<file path="config.mk">
export PLATFORM = sky130hd
export DESIGN_NAME = hazard_ctrl_unit
export DESIGN_NICKNAME = d
export VERILOG_FILES = /design/src/rtl/hazard_ctrl_unit.sv
export SDC_FILE = /design/constraint.sdc
export NUM_CORES = 1
export LEC_CHECK = 0
export BUFFER_PORTS_ARGS = -buffer_cell sky130_fd_sc_hd__buf_2
export CORE_MARGIN = 2
export CORE_UTILIZATION = 45
export CTS_BUF_LIST = sky130_fd_sc_hd__clkbuf_4
export DETAILED_ROUTE_END_ITERATION = 16
export PLACE_DENSITY = 0.8
export SLEW_MARGIN = 30
export SYNTH_ARGS = -nofsm -noshare
export SYNTH_HDL_FRONTEND = slang
export SYNTH_SLANG_ARGS = --single-unit
</file>
<file path="constraint.sdc">
create_clock -name clk -period 2.48 [get_ports clk]
set_clock_uncertainty 0.1 [all_clocks]
set_input_delay 0.372 -clock clk [delete_from_list [all_inputs] [get_ports clk]]
set_output_delay 0.372 -clock clk [all_outputs]
set_load 0.01 [all_outputs]
</file>
<file path="src/rtl/hazard_ctrl_unit.sv">
// Pipeline hazard control: load-use stalls, EX redirect flushes and bounded data-memory waits.
// Optional perf counters (stall_cnt/flush_cnt, CNT_W) are enabled by defining HAZARD_PERF_CNT_EN.
module hazard_ctrl_unit #(
  parameter int TIMEOUT_CYCLES = 255,
  parameter int TO_W           = 8
`ifdef HAZARD_PERF_CNT_EN
  ,
  parameter int CNT_W          = 32
`endif
) (
  input  logic             clk,
  input  logic             reset,
  input  logic             memread_EX,
  input  logic [4:0]       rd_EX,
  input  logic [4:0]       rs1_ID,
  input  logic [4:0]       rs2_ID,
  input  logic             rs1_used_ID,
  input  logic             rs2_used_ID,
  input  logic             redirect_EX,
  input  logic             memop_MEM,
  input  logic             dmem_ack,
  input  logic             imem_valid,
  output logic             stall_PC,
  output logic             stall_IFID,
  output logic             stall_IDEX,
  output logic             stall_EXMEM,
  output logic             flush_IFID,
  output logic             flush_IDEX,
  output logic             dmem_timeout
`ifdef HAZARD_PERF_CNT_EN
  ,
  output logic [CNT_W-1:0] stall_cnt,
  output logic [CNT_W-1:0] flush_cnt
`endif
);

  typedef enum logic [1:0] {RUN, MWAIT, MERR} state_t;

  state_t          state, state_nxt;
  logic [TO_W-1:0] tcnt, tcnt_nxt;
  logic            memwait, loaduse, redirect_win;

  assign memwait = memop_MEM & ~dmem_ack;
  assign loaduse = memread_EX && (rd_EX != 5'd0) &&
                   ((rs1_used_ID && (rs1_ID == rd_EX)) || (rs2_used_ID && (rs2_ID == rd_EX)));

  // NOTE: every signal gets a default before any branch, so no path can leave one unassigned (no latches).
  always_comb begin
    stall_PC     = 1'b0;
    stall_IFID   = 1'b0;
    stall_IDEX   = 1'b0;
    stall_EXMEM  = 1'b0;
    flush_IFID   = 1'b0;
    flush_IDEX   = 1'b0;
    dmem_timeout = 1'b0;
    redirect_win = 1'b0;
    state_nxt    = state;
    tcnt_nxt     = tcnt;

    if (!reset) begin
      // Inject bubbles while the pipeline is held in reset.
      flush_IFID = 1'b1;
      flush_IDEX = 1'b1;
    end else begin
      dmem_timeout = (state == MERR);

      // The abandoned access in MERR must not re-freeze the pipeline.
      if ((state != MERR) && memwait) begin
        stall_PC    = 1'b1;
        stall_IFID  = 1'b1;
        stall_IDEX  = 1'b1;
        stall_EXMEM = 1'b1;
      end else if (redirect_EX) begin
        flush_IFID   = 1'b1;
        flush_IDEX   = 1'b1;
        redirect_win = 1'b1;
      end else if (loaduse) begin
        stall_PC   = 1'b1;
        stall_IFID = 1'b1;
        flush_IDEX = 1'b1;
      end else if (!imem_valid) begin
        flush_IFID = 1'b1;
      end

      unique case (state)
        RUN: begin
          if (memwait) begin
            state_nxt = MWAIT;
            tcnt_nxt  = '0;
          end
        end
        MWAIT: begin
          if (dmem_ack)                                 state_nxt = RUN;
          else if (tcnt == TO_W'(TIMEOUT_CYCLES - 1))   state_nxt = MERR;
          else                                          tcnt_nxt  = tcnt + 1'b1;
        end
        MERR:    state_nxt = RUN;
        default: state_nxt = RUN;
      endcase
    end
  end

  // NOTE: sequential state uses non-blocking assignments so all registers update from pre-edge values.
  always_ff @(posedge clk) begin
    if (!reset) begin
      state <= RUN;
      tcnt  <= '0;
    end else begin
      state <= state_nxt;
      tcnt  <= tcnt_nxt;
    end
  end

`ifdef HAZARD_PERF_CNT_EN
  always_ff @(posedge clk) begin
    if (!reset) begin
      stall_cnt <= '0;
      flush_cnt <= '0;
    end else begin
      if (stall_PC)     stall_cnt <= stall_cnt + 1'b1;
      if (redirect_win) flush_cnt <= flush_cnt + 1'b1;
    end
  end
`endif

endmodule

</file>
==> results of run 1 <==
[layout make-up]
type                    count  share of cell area [%]
clock buffers               3                    2.68
inverters                   1                   0.446
multi-input cells          65                    53.0
flip-flops and latches     10                    23.8
well taps                  15                    2.23
repair buffers             30                    17.9
[stage by stage]
step                cell area [sq um]  utilization, %  std cells  hold WS (ps)  setup slack [ps]
finish                            841            63.0        124           282               472
detailed placement                818            61.4        121           367               467
floorplan                         664               -         78           345               583
global route                      841            63.0        124           319               379
CTS                               841            63.0        124           281               460
global placement                  818            61.4        121           360               492
[state kept, by name, indices dropped and copies added (netlist names)]
signal  cells
state       2
tcnt        8
[worst max-delay path, delay by kind of cell]
family / cells / cell delay [ps]
and+or+nand+nor: 1 / 520
AOI/OAI and AO/OA: 2 / 400
buffers and inverters: 2 / 240
[Yosys cell counts]
library cell | instances | area (sq um)
a211oi_1 | 1 | 7.51
a211oi_4 | 1 | 20.0
a21oi_1 | 2 | 10.0
and2_1 | 3 | 18.8
and3_1 | 1 | 6.26
and4_4 | 2 | 22.5
buf_4 | 2 | 15.0
dfxtp_1 | 10 | 200
ha_1 | 2 | 25.0
inv_1 | 1 | 3.75
nand2_1 | 7 | 26.3
nand2b_1 | 2 | 12.5
nand3_1 | 1 | 5.00
nand4_1 | 6 | 37.5
nor2_1 | 9 | 33.8
nor2b_1 | 2 | 12.5
nor3_1 | 1 | 5.00
nor4_1 | 1 | 6.26
o211ai_1 | 1 | 7.51
o21a_1 | 1 | 7.51
o21ai_1 | 1 | 5.00
o21bai_1 | 1 | 7.51
o22ai_1 | 1 | 6.26
or2_1 | 1 | 6.26
or4_1 | 1 | 7.51
xnor2_1 | 11 | 96.3
xor2_1 | 6 | 52.6
[how the worst max path moves through the flow]
| stage | slack, ps | end | startpoint |
|---|---|---|---|
| global placement | 490 | flush_IFID | rd_EX[1] |
| global route | 380 | flush_IDEX | rd_EX[1] |
| finish | 470 | flush_IFID | rd_EX[1] |
| detailed placement | 470 | flush_IFID | rd_EX[1] |
| floorplan | 580 | stall_PC | rd_EX[1] |
| CTS | 460 | flush_IFID | rd_EX[1] |
[kinds of logic (layout without fill, tap and decap cells)]
| kind of cell | Yosys count | in the layout |
|---|---|---|
| and+or+nand+nor | 37 | 37 |
| AOI/OAI and AO/OA | 9 | 9 |
| buffers and inverters | 3 | 34 |
| xor gates and xnor gates | 17 | 17 |
| adders and majority gates | 2 | 2 |
| DFF | 10 | 10 |
[routing by layer]
| layer | up-vias | wire length, um | part of all wire (%) |
|---|---|---|---|
| met1 | 276 | 590 | 46 |
| met3 | 2 | 86 | 6.8 |
| met4 | 0 | 17 | 1.3 |
| met2 | 20 | 579 | 45 |
| li1 | 331 | - | - |
| met5 | - | 0 | 0 |
[power breakdown]
group	switching [mW]	internal [mW]	total (mW)
Sequential	0.00461	0.164	0.168
Clock	0.0550	0.0560	0.111
Combinational	0.0351	0.0385	0.0736
Total	0.0947	0.258	0.353
==> run_results.csv, run 1 <==
group,metric,value,unit
timing,grt_setup_unrepaired,"no",
critical_path,cp.required,2010,ps
final_layout,multi_input_comb_area,445,sq um
synthesis,synth-seq-area-share,30.1,%
place,post-dp-hpwl,1020,um
cts,ctsHtreeMaxLevel,1,
timing,slew-limit-headroom,60.9,%
min_path,hold-path-endpoint,"state[1]",
global_routing,grt_util_met3,3.88,%
flow_run,count_of_max_cap_constraint_violations,0,
cts,cts-root-to-sink-buffers,2,
critical_path,crit_path_max_fanout,3,
power,pwr_density_cell,420,nW/um^2
cts,cts_inserted_buffers,3,
synthesis,synth_adder_area_share,3.77,%
timing,finalHoldViolations,0,
critical_path,worstPathCellList,"buf_2, or4_1, o211ai_1, o21a_1, buf_2",
critical_path,critical_path.max_stage_delay,520,ps
die,rows,13,
global_routing,grt_pass1_wl,2260,um
cts,post_cts_buffers,0,
timing,finalSetupTns,0,ps
global_routing,grt.met2_usage,24.6,%
synthesis,synth.net_count,104,
routing,drc,0,
cts,clk_pin_slew,70,ps
synthesis,postSynthAreaPerCell,8.52,sq um
final_layout,filler_cells,118,
routing,drt-vias-per-instance,5.07,
global_routing,use_met1,21.2,%
routing,avgRoutedWirePerCell,10.3,um
place,port-buffer-count,30,
final_layout,antennaDiodeCount,0,
power,leakagePower,0.356,nW
critical_path,r2r-end,"tcnt[4]",
power,ir_worst_vdd,0.000277,V
final_layout,final_common_cell,"buf_2",
synthesis,synthXorXnorAreaFrac,22.4,%
critical_path,crit_path_frequent_cell,"buf_2",
die,boundaryPins,31,
final_layout,layout.cells.most_common_list,"buf_2, xnor2_1, dfxtp_1, nor2_1, nand2_1",
critical_path,regToRegSetupSlack,520,ps
timing,tightestPinTransition,582,ps
global_routing,overflow,0,
routing,detail_route.wirelength,1270,um
synthesis,synth_compound_area_share,10.7,%
synthesis,synth_top_family_by_area,"simple AND/OR/NAND/NOR gates",
routing,antenna_left,0,
cts,clk-insertion-delay-late,270,ps
cts,hold_buffers,0,
global_routing,number_of_global_route_vias_before_repair,552,
power,fin_total_pwr,353,uW
routing,via_count,629,
cts,cts_tree,"yes",
final_layout,drive_above_1_share,33.0,%
timing,final.min_clock_period,2010,ps
critical_path,critical-path-slowest-cell,"or4_1",
die,die_h,42.4,um
die,die_w,42.4,um
place,globalplace.congestion,0.761,
final_layout,layout.area.seq,200,sq um
synthesis,synth.cell_area,664,sq um
critical_path,timing.critical_path.arrival,1540,ps
die,fp.coreArea,1330,sq um
routing,drt_iter0_markers,13,
synthesis,synth_mux_area_share,0,%
global_routing,grt_start_max_net_pins,11,
critical_path,timing.rr.start,"tcnt[0]",
final_layout,finalNetCount,137,
timing,fmaxAchievable,498,MHz
synthesis,ys_ff_latch,10,
critical_path,critPathKind,"input pin to output port",
cts,clock_tree_sinks,10,
cts,clk_root_buffer_cell,"clkbuf_4",
die,die_area,1800,sq um
cts,cts.repair.resized,0,
global_routing,grt_busiest_layer,"met2",
die,initial_standard_cell_utilization_of_the_core,49.8,%
global_routing,grt.total_usage,15.9,%
timing,share_of_the_clock_period_used_by_the_worst_path,81.0,%
critical_path,critPathCaptureType,"output port",
global_routing,antenna_found_initial,0,
synthesis,synthSimpleGateAreaFrac,30.1,%
run_status,outcome,"finished clean",
min_path,hold_path_startpoint,"reset",
timing,slew_viol_final,0,
synthesis,synth_warnings,0,
critical_path,reg2regPathDepth,7,
min_path,worstHoldPathType,"input pin to register",
critical_path,critPathLaunchType,"input pin",
synthesis,ys_types,27,
min_path,hold-path-cell-count,3,
synthesis,postSynthCellCount,78,
final_layout,areaGrowthSynthToFinish,26.6,%
timing,setup_viol,0,
routing,detailedRoute.firstPassIterationCount,4,
Note: power is estimated with default switching activity, not from simulation.
==> run 2, diff against run 1 <==
--- a/config.mk
+++ b/config.mk
@@ -5,12 +5,13 @@
 export SDC_FILE = /design/constraint.sdc
 export NUM_CORES = 1
 export LEC_CHECK = 0
+export ABC_AREA = 1
 export BUFFER_PORTS_ARGS = -buffer_cell sky130_fd_sc_hd__buf_2
 export CORE_MARGIN = 2
 export CORE_UTILIZATION = 45
 export CTS_BUF_LIST = sky130_fd_sc_hd__clkbuf_4
 export DETAILED_ROUTE_END_ITERATION = 16
-export PLACE_DENSITY = 0.8
+export PLACE_DENSITY = 0.78
 export SLEW_MARGIN = 30
 export SYNTH_ARGS = -nofsm -noshare
 export SYNTH_HDL_FRONTEND = slang
==> constraint.sdc (replaced) <==
create_clock -name clk -period 1.7 [get_ports clk]
set_clock_uncertainty 0.1 [all_clocks]
set_input_delay 0.255 -clock clk [delete_from_list [all_inputs] [get_ports clk]]
set_output_delay 0.255 -clock clk [all_outputs]
set_load 0.01 [all_outputs]
==> run 2 against run 1 <==
  * Non-clock buffer count unchanged
  * Final cell count grew 69%
  * Area after synthesis rose by 33%
  * Flip-flop and latch count is the same
  * Routed wire length increased by 51%
  * Worst setup slack got worse by 370 ps
  * Register-to-register slack got worse by 260 ps
  * Global-route usage increased by 2.5 points
  * Largest cell class unchanged
  * Highest routed layer is now met3
==> run_results.csv, run 2 <==
group,metric,value,unit
final_layout,finalNetCount,211,
final_layout,largest_register_ff_count,8,
critical_path,timing.critical_path.arrival,1240,ps
timing,hold_slack,136,ps
cts,clk_root_buffer_cell,"clkbuf_4",
global_routing,overflow,0,
synthesis,synth_edf_count,0,
critical_path,cp.required,1340,ps
cts,ctsHtreeMaxLevel,1,
routing,detailedRoute.firstPassIterationCount,5,
min_path,worstHoldPathType,"input pin to register",
cts,clk_pin_slew,60,ps
synthesis,synth.top_cells.by_count,"nand2_1, inv_1, nor2_1",
critical_path,critPathCaptureType,"output port",
final_layout,final_common_cell,"nand2_1",
final_layout,filler_cells,194,
power,ir_worst_vdd,0.000341,V
synthesis,netlist.area_leader.share,22.7,%
critical_path,r2r-end,"tcnt[4]",
global_routing,antenna_found_initial,0,
routing,avgRoutedWirePerCell,9.17,um
global_routing,number_of_global_route_vias_before_repair,780,
global_routing,grt_start_max_net_pins,9,
timing,fmaxAchievable,626,MHz
final_layout,top_flop_regs,"tcnt: 8 flops, state: 2 flops",
critical_path,reg2regPathDepth,6,
power,pwr_density_cell,500,nW/um^2
die,initial_standard_cell_utilization_of_the_core,46.3,%
die,die_area,2330,sq um
timing,setup_viol,0,
routing,via_count,961,
synthesis,synth_top_cells_by_area,"dfxtp_1, nand2_1, inv_1",
synthesis,synth-seq-area-share,22.7,%
timing,slew-limit-headroom,81.8,%
run_status,outcome,"finished clean",
final_layout,drive_above_1_share,25.1,%
routing,drc,0,
synthesis,synth_largest_area_cell,"dfxtp_1",
die,boundaryPins,31,
synthesis,postSynthCellCount,152,
cts,hold_buffers,0,
final_layout,top_register,"tcnt",
cts,cts_inserted_buffers,3,
cts,cts-root-to-sink-buffers,2,
place,post-dp-hpwl,1660,um
final_layout,layout.cells.most_common_list,"nand2_1, buf_2, inv_1, nor2_1, dfxtp_1",
cts,clk-insertion-delay-late,260,ps
critical_path,regToRegSetupSlack,260,ps
synthesis,synth.net_count,178,
routing,detail_route.wirelength,1930,um
cts,clock_tree_sinks,10,
place,port-buffer-count,30,
min_path,hold_path_startpoint,"dmem_ack",
die,rows,16,
die,die_h,48.2,um
min_path,hold-path-cell-count,2,
critical_path,timing.rr.start,"tcnt[1]",
timing,slew_viol_final,0,
routing,antenna_left,0,
place,globalplace.congestion,0.835,
die,die_w,48.2,um
synthesis,synth.cell_area,881,sq um
synthesis,synth_warnings,0,
timing,tightestPinTransition,272,ps
routing,drt_iter0_markers,15,
flow_run,count_of_max_cap_constraint_violations,0,
cts,cts_tree,"yes",
synthesis,top_count_cell_post_synth,"nand2_1",
timing,final.min_clock_period,1600,ps
timing,share_of_the_clock_period_used_by_the_worst_path,94.0,%
final_layout,areaGrowthSynthToFinish,21.9,%
critical_path,critPathKind,"register to output port",
timing,grt_setup_unrepaired,"no",
final_layout,antennaDiodeCount,0,
critical_path,critPathLaunchType,"register",
final_layout,final_util,56.4,%
timing,finalSetupTns,0,ps
min_path,hold-path-endpoint,"state[1]",
global_routing,grt_pass1_wl,3020,um
timing,finalHoldViolations,0,
cts,post_cts_buffers,0,
synthesis,ys_types,25,
synthesis,postSynthAreaPerCell,5.80,sq um
critical_path,crit_path_max_fanout,3,
synthesis,synth_ff_type,"dfxtp_1",
synthesis,ys_ff_latch,10,
synthesis,share_of_synthesized_flip_flops_with_an_asynchronous_set_or_reset,0,%
global_routing,grt.total_usage,18.3,%
routing,drt-vias-per-instance,4.58,
power,leakagePower,0.616,nW
die,fp.coreArea,1900,sq um
run 2: cell count changes in the layout (fill, tap and decap cells not counted), sizes merged, moves of 3 or more:
cell / delta
inv: +28
nor2: +18
and2: -3
xor2: -5
a21oi: +3
nand2: +46
o21ai: +3
xnor2: -11
nand3: +7
run 2: worst max path at each step:
stage                       endpoint     start  slack [ps]
after floorplan           flush_IFID  rd_EX[2]         350
after global placement    flush_IFID  rd_EX[2]         230
after detailed placement  flush_IFID  rd_EX[1]         170
after CTS                 flush_IFID  state[0]          40
after global routing      flush_IFID  state[1]          20
final                     flush_IFID  state[1]         100
run 2: cell type report:
class	instances	area [sq um]	area share (%)
multi-input cells	111	552	51.4
flip-flops and latches	10	201	18.8
repair buffers	30	150	14.0
inverters	29	114	10.6
well taps	27	33.8	3.15
clock buffers	3	22.5	2.10
run 2: timing repair:
action | 4_1_cts | 5_1_grt
setup endpoints to repair | 0 | 3
resized for setup | 0 | 2
endpoints found under the hold margin | 0 | 0
run 2: cells by family after synthesis:
group,after synthesis,synth area share (%)
DFF,10,22.7
buffers and inverters,31,14.6
xor gates and xnor gates,1,0.994
and+or+nand+nor,99,51.6
AOI/OAI and AO/OA,9,7.24
adders and majority gates,2,2.84
run 2: power breakdown:
group | switching [mW] | internal, mW
clock | 0.0737 | 0.0814
combinational | 0.0811 | 0.0549
sequential | 0.00573 | 0.239
total | 0.161 | 0.376
run 2: metrics by stage:
stage	instances	setup slack, ps	power (mW)	cell area [sq um]
detailed placement	207	174	0.386	1050
CTS	210	39.0	0.545	1070
floorplan	152	347	0.333	881
finish	210	102	0.536	1070
global placement	207	227	0.381	1050
global route	210	20.0	0.578	1070
run 2: worst max-delay path, cell delays in order, from the launching register on:
cell,delay (ps)
dfxtp_1,320
inv_1,100
nor2_1,60
nor3_1,140
nand2_1,90
nand2_1,100
nor2_1,50
buf_2,140
run 2: routing by layer:
metal | up-vias | GRT usage, % | part of all wire, %
met5 | - | 0 | 0
met4 | 0 | 3.24 | 0
met3 | 0 | 5.93 | 4.6
met2 | 21 | 32.4 | 50
met1 | 416 | 21.8 | 45
li1 | 524 | - | -
==> run 3, diff against run 2 <==
--- a/config.mk
+++ b/config.mk
@@ -12,6 +12,7 @@
 export CTS_BUF_LIST = sky130_fd_sc_hd__clkbuf_4
 export DETAILED_ROUTE_END_ITERATION = 16
 export PLACE_DENSITY = 0.78
+export SETUP_SLACK_MARGIN = 0.5
 export SLEW_MARGIN = 30
 export SYNTH_ARGS = -nofsm -noshare
 export SYNTH_HDL_FRONTEND = slang
==> run 3 against run 2 <==
  * Non-clock buffer count rose by 4
  * Final cell count rose by 2.4%
  * Flip-flop and latch count did not move
  * Critical path depth fell by 2
  * Global-route usage rose by 2.2 points
  * First-iteration DRC count fell by 33%
  * Die area did not move
  * Via count rose by 4.1%
==> run_results.csv, run 3 (synthesized netlist as in run 2, its figures left out) <==
group,metric,value,unit
run_status,outcome,"finished clean",
cts,cts_tree,"yes",
timing,setup_viol,0,
timing,slew_viol_final,0,
place,dpl_worst_slack,216,ps
routing,met3_length,58,um
routing,routedLengthMet1,777,um
critical_path,critPathLaunchType,"register",
final_layout,drive_above_1_share,42.6,%
cts,cts-root-to-sink-buffers,2,
timing,finalSetupTns,0,ps
final_layout,layout.area.seq,215,sq um
die,die_h,48.2,um
routing,drt-vias-per-instance,4.65,
final_layout,final_common_cell,"nand2_1",
final_layout,multi_input_comb_area,626,sq um
routing,via_count,1000,
timing,finalHoldViolations,0,
final_layout,finalNetCount,215,
cts,clk_pin_slew,60,ps
global_routing,overflow,0,
place,post-dp-hpwl,1630,um
die,fp.coreArea,1900,sq um
global_routing,grt_pass1_wl,3330,um
routing,antenna_left,0,
routing,drt_iter0_markers,10,
power,pwr_density_cell,459,nW/um^2
flow_run,count_of_max_cap_constraint_violations,0,
final_layout,final_util,64.8,%
critical_path,critPathKind,"register to output port",
cts,cts_inserted_buffers,3,
die,initial_standard_cell_utilization_of_the_core,46.3,%
cts,clock_tree_sinks,10,
global_routing,antenna_found_initial,0,
min_path,worstHoldPathType,"input pin to register",
critical_path,critPathCaptureType,"output port",
cts,clk-insertion-delay-late,260,ps
power,ir_worst_vdd,0.000259,V
die,die_w,48.2,um
timing,tightestPinTransition,308,ps
place,globalplace.congestion,0.776,
routing,drc,0,
timing,share_of_the_clock_period_used_by_the_worst_path,91.7,%
critical_path,timing.critical_path.arrival,1200,ps
cts,hold_buffers,0,
critical_path,crit_path_max_fanout,2,
global_routing,grt.total_usage,20.5,%
timing,grt_setup_unrepaired,"yes",
timing,final.min_clock_period,1560,ps
die,rows,16,
final_layout,layout.cells.most_common_list,"nand2_1, buf_2, nor2_1, inv_1, inv_2",
global_routing,grt_start_max_net_pins,9,
cts,clk_root_buffer_cell,"clkbuf_4",
place,port-buffer-count,30,
routing,detailedRoute.firstPassIterationCount,4,
timing,slew-limit-headroom,79.4,%
final_layout,antennaDiodeCount,0,
final_layout,top_register,"tcnt",
routing,met2_length,1150,um
die,die_area,2330,sq um
cts,ctsHtreeMaxLevel,1,
routing,detail_route.wirelength,2030,um
timing,layout_setup_ws,141,ps
die,boundaryPins,31,
final_layout,filler_cells,179,
timing,fmaxAchievable,642,MHz
final_layout,largest_register_ff_count,8,
final_layout,areaGrowthSynthToFinish,39.9,%
final_layout,top_flop_regs,"tcnt: 8 flops, state: 2 flops",
routing,avgRoutedWirePerCell,9.45,um
global_routing,number_of_global_route_vias_before_repair,894,
critical_path,cp.required,1340,ps
routing,maxUsedRoutingLayer,"met4",
power,leakagePower,0.639,nW
## run 3: repair_timing
item / CTS / global route
buffers inserted: 3 / 1
endpoints found under the setup margin: 15 / 17
pin swaps: 9 / 10
gates resized for setup: 7 / 12
## run 3: metrics by stage
step                std cells  area [sq um]  hold slack, ps  power [mW]
floorplan                 152           945             231       0.342
global placement          207          1110             396       0.393
detailed placement        207          1110             401       0.397
CTS                       214          1180             137       0.568
global route              215          1230             161       0.604
finish                    215          1230             150       0.566
## run 3: worst paths after layout
check                           slack, ps      endpoint  cells past startpoint  startpoint
worst max-delay path                  140  dmem_timeout                      5    state[1]
worst min-delay path                  150      state[1]                      2    dmem_ack
worst max register to register        220       tcnt[7]                     10    state[1]
worst min register to register        420       tcnt[4]                      2     tcnt[4]
## run 3: final cells by class
class | instances | share of cell area (%)
Multi-Input combinational cell | 111 | 50.8
Sequential cell | 10 | 17.5
Timing Repair Buffer | 34 | 16.4
Inverter | 29 | 10.5
Tap cell | 27 | 2.74
Clock buffer | 3 | 1.83
Clock inverter | 1 | 0.305
## run 3: power breakdown
| group | total, mW | switching, mW | internal, mW |
|---|---|---|---|
| Clock | 0.164 | 0.0794 | 0.0846 |
| Combinational | 0.157 | 0.0914 | 0.0658 |
| Sequential | 0.245 | 0.00690 | 0.238 |
| Total | 0.566 | 0.178 | 0.388 |
## run 3: worst max-delay path: stages (launching register included)
cell and delay [ps]:
dfxtp_2 330, inv_2 50, buf_4 130, buf_6 110, nor3_2 170, buf_2 150
## run 3: routing by layer
| metal | vias up | global-route usage (%) |
|---|---|---|
| met2 | 16 | 40.3 |
| li1 | 536 | - |
| met4 | 0 | 9.73 |
| met3 | 4 | 3.33 |
| met1 | 444 | 20.4 |
| met5 | - | 0 |
